--- src/rtl/sb_lsu_pkg.sv ---
// Shared encodings for the load/store bus adapter: access sizes, FSM states,
// default widths and the alignment rule used to reject bad requests.
package sb_lsu_pkg;

    localparam int DATA_WIDTH     = 32;
    localparam int MEM_ADDR_WIDTH = 32;

    // byte_sel encodings; 2'b11 falls through to word handling everywhere
    localparam logic [1:0] SZ_BYTE = 2'b00;
    localparam logic [1:0] SZ_HALF = 2'b01;
    localparam logic [1:0] SZ_WORD = 2'b10;

    typedef enum logic [2:0] {
        ST_IDLE = 3'd0,
        ST_REQ  = 3'd1,
        ST_RESP = 3'd2,
        ST_DONE = 3'd3,
        ST_ERR  = 3'd4
    } lsu_state_e;

    function automatic logic is_misaligned(input logic [1:0] size, input logic [1:0] off);
        if (size == SZ_HALF) return off[0];
        if (size[1])         return off != 2'b00;
        return 1'b0;
    endfunction

endpackage

--- src/rtl/sb_lsu_if.sv ---
// External data-bus channel: request with valid/ready, read data with rvalid.
interface sb_lsu_if #(
    parameter int ADDR_W = 32,
    parameter int DATA_W = 32
);
    logic              bus_valid;
    logic              bus_ready;
    logic              bus_we;
    logic [ADDR_W-1:0] bus_addr;
    logic [3:0]        bus_be;
    logic [DATA_W-1:0] bus_wdata;
    logic              bus_rvalid;
    logic [DATA_W-1:0] bus_rdata;

    modport master (
        output bus_valid, bus_we, bus_addr, bus_be, bus_wdata,
        input  bus_ready, bus_rvalid, bus_rdata
    );

    modport slave (
        input  bus_valid, bus_we, bus_addr, bus_be, bus_wdata,
        output bus_ready, bus_rvalid, bus_rdata
    );
endinterface

--- src/rtl/sb_lsu_align.sv ---
// Lane steering for the four byte lanes: store byte-enables and replicated
// write data, plus load extraction with sign or zero extension.
module sb_lsu_align
    import sb_lsu_pkg::*;
#(
    parameter int DATA_W = DATA_WIDTH
) (
    input  logic [1:0]        size_i,
    input  logic [1:0]        off_i,
    input  logic              un_sign_i,
    input  logic [DATA_W-1:0] wdata_i,
    input  logic [DATA_W-1:0] rdata_i,
    output logic [3:0]        be_o,
    output logic [DATA_W-1:0] wdata_o,
    output logic [DATA_W-1:0] rdata_o
);
    logic [DATA_W-1:0] shifted;

    assign shifted = rdata_i >> {off_i, 3'b000};

    always_comb begin
        be_o    = 4'b1111;
        wdata_o = wdata_i;
        rdata_o = shifted;
        case (size_i)
            SZ_BYTE: begin
                be_o    = 4'b0001 << off_i;
                wdata_o = {(DATA_W/8){wdata_i[7:0]}};
                rdata_o = {{(DATA_W-8){shifted[7] & ~un_sign_i}}, shifted[7:0]};
            end
            SZ_HALF: begin
                be_o    = 4'b0011 << off_i;
                wdata_o = {(DATA_W/16){wdata_i[15:0]}};
                rdata_o = {{(DATA_W-16){shifted[15] & ~un_sign_i}}, shifted[15:0]};
            end
            default: begin
                be_o    = 4'b1111;
                wdata_o = wdata_i;
                rdata_o = shifted;
            end
        endcase
    end
endmodule

--- src/rtl/sb_lsu.sv ---
// Load/store adapter between the execute stage and the system data bus:
// captures one request, runs the bus handshake, stalls the pipe meanwhile.
module sb_lsu
    import sb_lsu_pkg::*;
#(
    parameter int ADDR_W  = MEM_ADDR_WIDTH,
    parameter int DATA_W  = DATA_WIDTH,
    parameter int TIMEOUT = 255
) (
    input  logic              clk,
    input  logic              rst,
    input  logic              mem_re,
    input  logic              mem_we,
    input  logic [ADDR_W-1:0] addr,
    input  logic [1:0]        byte_sel,
    input  logic              un_sign,
    input  logic [DATA_W-1:0] wdata,
    output logic              hold_o,
    output logic [DATA_W-1:0] rdata_o,
    output logic              rdata_valid_o,
    output logic              misalign_o,
    output logic              err_o,
    sb_lsu_if.master          bus
);
    localparam int               CNT_W    = $clog2(TIMEOUT + 1);
    localparam logic [CNT_W-1:0] CNT_LAST = CNT_W'(TIMEOUT - 1);

    lsu_state_e        state_q, state_d;
    logic [CNT_W-1:0]  cnt_q, cnt_d;
    logic [ADDR_W-1:0] addr_q;
    logic [1:0]        size_q;
    logic              un_sign_q;
    logic [DATA_W-1:0] wdata_q;
    logic              is_read_q;
    logic [DATA_W-1:0] rdata_q, rdata_d;

    logic              capture;
    logic              hold;
    logic              misalign;
    logic              req_valid;
    logic [3:0]        be_al;
    logic [DATA_W-1:0] wdata_al;
    logic [DATA_W-1:0] rdata_ext;

    sb_lsu_align #(.DATA_W(DATA_W)) u_align (
        .size_i    (size_q),
        .off_i     (addr_q[1:0]),
        .un_sign_i (un_sign_q),
        .wdata_i   (wdata_q),
        .rdata_i   (bus.bus_rdata),
        .be_o      (be_al),
        .wdata_o   (wdata_al),
        .rdata_o   (rdata_ext)
    );

    always_ff @(posedge clk or negedge rst) begin
        if (!rst) begin
            state_q   <= ST_IDLE;
            cnt_q     <= '0;
            addr_q    <= '0;
            size_q    <= '0;
            un_sign_q <= 1'b0;
            wdata_q   <= '0;
            is_read_q <= 1'b0;
            rdata_q   <= '0;
        end else begin
            state_q <= state_d;
            cnt_q   <= cnt_d;
            rdata_q <= rdata_d;
            if (capture) begin
                addr_q    <= addr;
                size_q    <= byte_sel;
                un_sign_q <= un_sign;
                wdata_q   <= wdata;
                is_read_q <= mem_re;
            end
        end
    end

    always_comb begin
        state_d       = state_q;
        cnt_d         = cnt_q;
        rdata_d       = rdata_q;
        capture       = 1'b0;
        hold          = 1'b0;
        misalign      = 1'b0;
        req_valid     = 1'b0;
        rdata_valid_o = 1'b0;
        err_o         = 1'b0;
        case (state_q)
            ST_IDLE: begin
                if (mem_re || mem_we) begin
                    if (is_misaligned(byte_sel, addr[1:0])) begin
                        misalign = 1'b1;
                    end else begin
                        // Stall in the request cycle itself so the stage freezes now.
                        capture = 1'b1;
                        hold    = 1'b1;
                        cnt_d   = '0;
                        state_d = ST_REQ;
                    end
                end
            end
            ST_REQ: begin
                hold      = 1'b1;
                req_valid = 1'b1;
                if (bus.bus_ready) begin
                    cnt_d   = '0;
                    state_d = is_read_q ? ST_RESP : ST_DONE;
                end else if (cnt_q == CNT_LAST) begin
                    state_d = ST_ERR;
                end else begin
                    cnt_d = cnt_q + 1'b1;
                end
            end
            ST_RESP: begin
                hold = 1'b1;
                if (bus.bus_rvalid) begin
                    rdata_d = rdata_ext;
                    state_d = ST_DONE;
                end else if (cnt_q == CNT_LAST) begin
                    state_d = ST_ERR;
                end else begin
                    cnt_d = cnt_q + 1'b1;
                end
            end
            ST_DONE: begin
                rdata_valid_o = is_read_q;
                state_d       = ST_IDLE;
            end
            ST_ERR: begin
                err_o   = 1'b1;
                state_d = ST_IDLE;
            end
            default: state_d = ST_IDLE;
        endcase
    end

    // IDLE-cycle outputs follow the live request, so mask them while reset is held.
    assign hold_o        = hold & rst;
    assign misalign_o    = misalign & rst;
    assign rdata_o       = rdata_q;
    assign bus.bus_valid = req_valid;
    assign bus.bus_we    = req_valid & ~is_read_q;
    assign bus.bus_addr  = req_valid ? {addr_q[ADDR_W-1:2], 2'b00} : '0;
    assign bus.bus_be    = req_valid ? be_al : 4'b0000;
    assign bus.bus_wdata = req_valid ? wdata_al : '0;

endmodule

--- src/flat_wrapper.sv ---
// flat-port wrapper written by rule: the top's interface ports become plain ports
module sb_lsu_flat import sb_lsu_pkg::*;
#(
    parameter int ADDR_W  = MEM_ADDR_WIDTH,
    parameter int DATA_W  = DATA_WIDTH,
    parameter int TIMEOUT = 255
)
  (clk, rst, mem_re, mem_we, addr, byte_sel, un_sign, wdata, hold_o, rdata_o, rdata_valid_o, misalign_o, err_o, bus_bus_valid, bus_bus_we, bus_bus_addr, bus_bus_be, bus_bus_wdata, bus_bus_ready, bus_bus_rvalid, bus_bus_rdata);
  sb_lsu_if #(.ADDR_W(ADDR_W), .DATA_W(DATA_W)) bus_i ();
  input  logic clk;
  input  logic rst;
  input  logic mem_re;
  input  logic mem_we;
  input  logic [ADDR_W-1:0] addr;
  input  logic [1:0] byte_sel;
  input  logic un_sign;
  input  logic [DATA_W-1:0] wdata;
  output logic hold_o;
  output logic [DATA_W-1:0] rdata_o;
  output logic rdata_valid_o;
  output logic misalign_o;
  output logic err_o;
  output wire logic [$bits(bus_i.bus_valid)-1:0] bus_bus_valid;
  output wire logic [$bits(bus_i.bus_we)-1:0] bus_bus_we;
  output wire logic [$bits(bus_i.bus_addr)-1:0] bus_bus_addr;
  output wire logic [$bits(bus_i.bus_be)-1:0] bus_bus_be;
  output wire logic [$bits(bus_i.bus_wdata)-1:0] bus_bus_wdata;
  input wire logic [$bits(bus_i.bus_ready)-1:0] bus_bus_ready;
  input wire logic [$bits(bus_i.bus_rvalid)-1:0] bus_bus_rvalid;
  input wire logic [$bits(bus_i.bus_rdata)-1:0] bus_bus_rdata;
  assign bus_bus_valid = bus_i.bus_valid;
  assign bus_bus_we = bus_i.bus_we;
  assign bus_bus_addr = bus_i.bus_addr;
  assign bus_bus_be = bus_i.bus_be;
  assign bus_bus_wdata = bus_i.bus_wdata;
  assign bus_i.bus_ready = bus_bus_ready;
  assign bus_i.bus_rvalid = bus_bus_rvalid;
  assign bus_i.bus_rdata = bus_bus_rdata;
  sb_lsu #(.ADDR_W(ADDR_W), .DATA_W(DATA_W), .TIMEOUT(TIMEOUT)) u_core (.clk(clk), .rst(rst), .mem_re(mem_re), .mem_we(mem_we), .addr(addr), .byte_sel(byte_sel), .un_sign(un_sign), .wdata(wdata), .hold_o(hold_o), .rdata_o(rdata_o), .rdata_valid_o(rdata_valid_o), .misalign_o(misalign_o), .err_o(err_o), .bus(bus_i));
endmodule
--- config.mk ---
export PLATFORM = sky130hd
export DESIGN_NAME = sb_lsu_flat
export DESIGN_NICKNAME = d
export VERILOG_FILES = /design/src/rtl/sb_lsu_pkg.sv /design/src/rtl/sb_lsu_if.sv /design/src/rtl/sb_lsu_align.sv /design/src/rtl/sb_lsu.sv /design/src/flat_wrapper.sv
export SDC_FILE = /design/constraint.sdc
export NUM_CORES = 1
export LEC_CHECK = 0
export ABC_AREA = 0
export CAP_MARGIN = 30
export CORE_ASPECT_RATIO = 0.5
export CORE_UTILIZATION = 25
export DETAILED_ROUTE_END_ITERATION = 7
export GPL_TIMING_DRIVEN = 0
export HOLD_SLACK_MARGIN = 0.15
export PLACE_DENSITY = 0.62
export SLEW_MARGIN = 0
export SYNTH_ARGS = -nofsm -noshare
export SYNTH_HDL_FRONTEND = slang
export SYNTH_HIERARCHICAL = 1
export SYNTH_SLANG_ARGS = --single-unit
--- constraint.sdc ---
create_clock -name clk -period 1.95 [get_ports clk]
set_clock_uncertainty 0.15 [all_clocks]
set_input_delay 0.2925 -clock clk [delete_from_list [all_inputs] [get_ports clk]]
set_output_delay 0.2925 -clock clk [all_outputs]
set_load 0.03 [all_outputs]
==> impl_metrics.py <==
metrics = {
    "setup_path": {
        "startpoint_type": "register",
        "end_kind": "output port",
        "worstPathArrival_ns": 1.99,
        "regToRegStartpoint": "u_core/state_q[0]",
        "path_max_fanout": 5,
        "crit_path_start": "u_core/state_q[0]",
        "path_class": "register to output port",
        "required_ns": 1.51,
    },
    "clocking": {
        "numCtsBuffers": 9,
        "cts_buffer_depth": 2,
        "clk_pin_slew_worst_paths_ns": 0.07,
        "cts_hold_buf": 6,
        "cts-root-buf": "clkbuf_16",
        "cts.sinks": 111,
        "cts_tree": "yes",
        "h-tree-depth": 3,
        "clock_latency_ns": 0.36,
    },
    "yosys": {
        "syn_area_um2": 6426,
        "ys_seq_area_share_pct": 43.22,
        "ys_types": 58,
        "synth_cells": 569,
        "synth_top_area_share_pct": 43.22,
        "avgSynthCellArea_um2": 11.29,
        "ys_top_cells_by_count": "111 x dfrtp_1, 104 x mux2_2, 67 x and2_1",
        "ys_seq_elements": 111,
        "synth-edff-count": 0,
        "yosys_warnings": 6,
        "synth.largest_area_cell": "dfrtp_1",
        "yosys-top-cells-area": "dfrtp_1 43%, mux2_2 18%, and2_1 6.5%, mux2_4 5.1%, mux2i_1 3.6%",
        "synth-async-reset-ratio_pct": 100.0,
        "synth_top_flop_cell": "dfrtp_1",
        "yosysMostFrequentCell": "dfrtp_1",
    },
    "layout": {
        "drive_gt1_share_pct": 48.48,
        "multiInputGateArea_um2": 3690,
        "antennaDiodeCount": 0,
        "ff_latch_area_um2": 2781,
        "fin_nets": 957,
        "area_growth_pct": 66.28,
        "fillers": 2400,
    },
    "route": {
        "wl_met2_mm": 12.41,
        "drc": 0,
        "drt-pass1-iter-count": 6,
        "met1_length_mm": 9.242,
        "met3_length_um": 670,
        "wl_per_cell_um": 18.98,
        "wirelength_mm": 22.74,
        "drtAntennaViolNets": 0,
        "vias": 5553,
        "routed.top_layer": "met4",
        "vias_per_cell": 4.635,
        "drt-initial-drc-count": 261,
    },
    "place": {
        "port_buffers": 208,
        "place.gp.congestion": 0.8690,
        "place_ws_ns": -1.019,
        "hpwl_mm": 15.61,
    },
    "sta": {
        "finalHoldViolCount": 0,
        "setup_slack_ns": -0.4812,
        "timing.final.crit_period_ns": 2.431,
        "fmax_mhz": 411.3,
        "slew_violations": 0,
        "setup_viol": 171,
        "tns_ns": -30.48,
        "max_slew_margin_pct": 62.74,
        "timing.final.crit_share_pct": 124.7,
        "max_slew.worst_pin.slew_ns": 0.5565,
        "rsz0062_at_grt": "true",
    },
    "global_route": {
        "overflow": 0,
        "grt_pass1_wl_mm": 32.63,
        "antenna_found_initial": 0,
        "grtUsageTotal_pct": 16.05,
        "grt_max_degree": 93,
        "grt_pass1_vias": 5709,
    },
    "run": {
        "cap_viol_max_count": 0,
    },
    "power": {
        "p_int_mw": 10.85,
        "peakVddDrop_mv": 0.7072,
        "pwr-share-seq_pct": 22.8,
        "pwr-share-clk_pct": 11.2,
        "combPwrFrac_pct": 66.0,
        "power_density_nw_per_um2": 1700,
        "leakage_nw": 4.653,
        "netSwitchingFraction_pct": 40.28,
        "p_switching_mw": 7.316,
    },
    "floorplanning": {
        "dieArea_um2": 26390,
        "pin_count": 211,
        "start_util_pct": 25.46,
        "core_um2": 25240,
        "dieHeight_um": 115.4,
        "die_w_um": 228.7,
        "rows": 41,
    },
    "run_status": {
        "status": "finished, violations left",
        "violations": "negative setup slack",
    },
    "min_path": {
        "worstHoldPathType": "primary input to async pin",
    },
}
[critical path, cell delays in order, from the launching register on]
cell	delay (ns)
dfrtp_1	0.37
buf_6	0.11
or3b_4	0.40
clkinv_4	0.09
buf_8	0.12
buf_12	0.12
clkbuf_16	0.14
and2_4	0.13
buf_6	0.13
[flip-flops by register name (all words and copies together), names as in the netlist]
signal            cells
u_core/addr_q        32
u_core/rdata_o       32
u_core/wdata_q       32
u_core/cnt_q          8
u_core/state_q        3
u_core/size_q         2
u_core/is_read_q      1
u_core/un_sign_q      1
[cells in the final DEF, fill, tap and decap left out, types with 3 or more instances in the layout]
cell type,count
clkdlybuf4s50_1,135
buf_12,14
nand4_1,3
buf_4,50
buf_2,3
and2_1,18
or2_2,8
mux2i_1,23
a31oi_1,5
o21ai_0,18
dfrtp_1,108
clkbuf_8,4
clkbuf_16,14
a21oi_1,20
nor3_4,3
o21ai_1,4
nand2_1,43
o211ai_2,3
nor2b_1,5
a21oi_2,6
inv_1,4
buf_8,7
nand3b_1,4
o21bai_1,3
o211ai_1,13
and2_4,48
dfrtp_2,3
buf_6,94
nor2_1,7
mux2_2,74
mux2_4,53
[cells by family (layout without fill, tap and decap cells)]
family / count (synthesis) / after routing / synth area share [%]
AND/OR/NAND/NOR: 160 / 160 / 14.04
multiplexers: 150 / 150 / 27.12
flip-flops: 111 / 111 / 43.22
AO/OA/AOI/OAI: 90 / 90 / 10.07
buffers and inverters: 55 / 339 / 5.101
adder cells (fa/ha/maj): 2 / 2 / 0.3893
other: 1 / 2 / 0.05836
[path summary, 6_finish.rpt]
| kind | end | slack (ns) | cells past startpoint |
|---|---|---|---|
| max in group asynchronous | u_core/addr_q[18] | 0.84 | 7 |
| hold / removal | u_core/rdata_o[20] | 0.05 | 5 |
| min in group clk | u_core/addr_q[11] | 0.35 | 1 |
| hold reg to reg | u_core/addr_q[11] | 0.35 | 1 |
| setup / recovery | bus_bus_be[2] | -0.48 | 8 |
| setup reg to reg | u_core/cnt_q[1] | -0.10 | 8 |
[metrics by stage]
stage          cell area (µm²)  util (%)  hold slack (ns)  total power, mW  cells
5_1_grt                  10690     42.34          0.09455            19.06   1198
3_3_place_gp              9000     35.66           0.3276            13.38   1122
2_1_floorplan             6487         -          -0.1531            10.18    570
4_1_cts                  10090     39.97          0.07114            17.10   1169
3_5_place_dp              9029     35.77          0.02062            13.54   1123
6_report                 10690     42.34          0.05433            18.16   1198
[power by group through the flow]
stage,Clock [mW],Combinational [mW],Sequential [mW]
after global routing,2.19,12.6,4.27
after global placement,0,9.32,4.07
after detailed placement,0,9.43,4.11
after CTS,2.12,10.9,4.11
after floorplan,0,5.70,4.47
final,2.03,12.0,4.14
[final cells by class]
| class | instances | area share [%] |
|---|---|---|
| clock buffer | 12 | 2.307 |
| clock inverter | 3 | 0.6323 |
| inverter | 5 | 0.2225 |
| sequential | 111 | 26.03 |
| buffer | 46 | 4.508 |
| tap | 344 | 4.028 |
| multi-input combinational | 404 | 34.53 |
| timing repair buffer | 273 | 27.74 |
[metal layers]
layer	up-vias	track usage (%)
li1	2557	-
met1	2838	19.09
met4	0	5.459
met2	130	29.99
met5	-	0
met3	28	2.232
[what timing repair did]
action                                 4_1_cts  5_1_grt
resized for setup                          593      117
gates cloned                                 5        6
pin swaps                                   11       37
setup endpoints to repair                  125      170
setup buffers                               21       33
endpoints found under the hold margin      111       90
No activity file was read; power rests on OpenSTA's default activity.
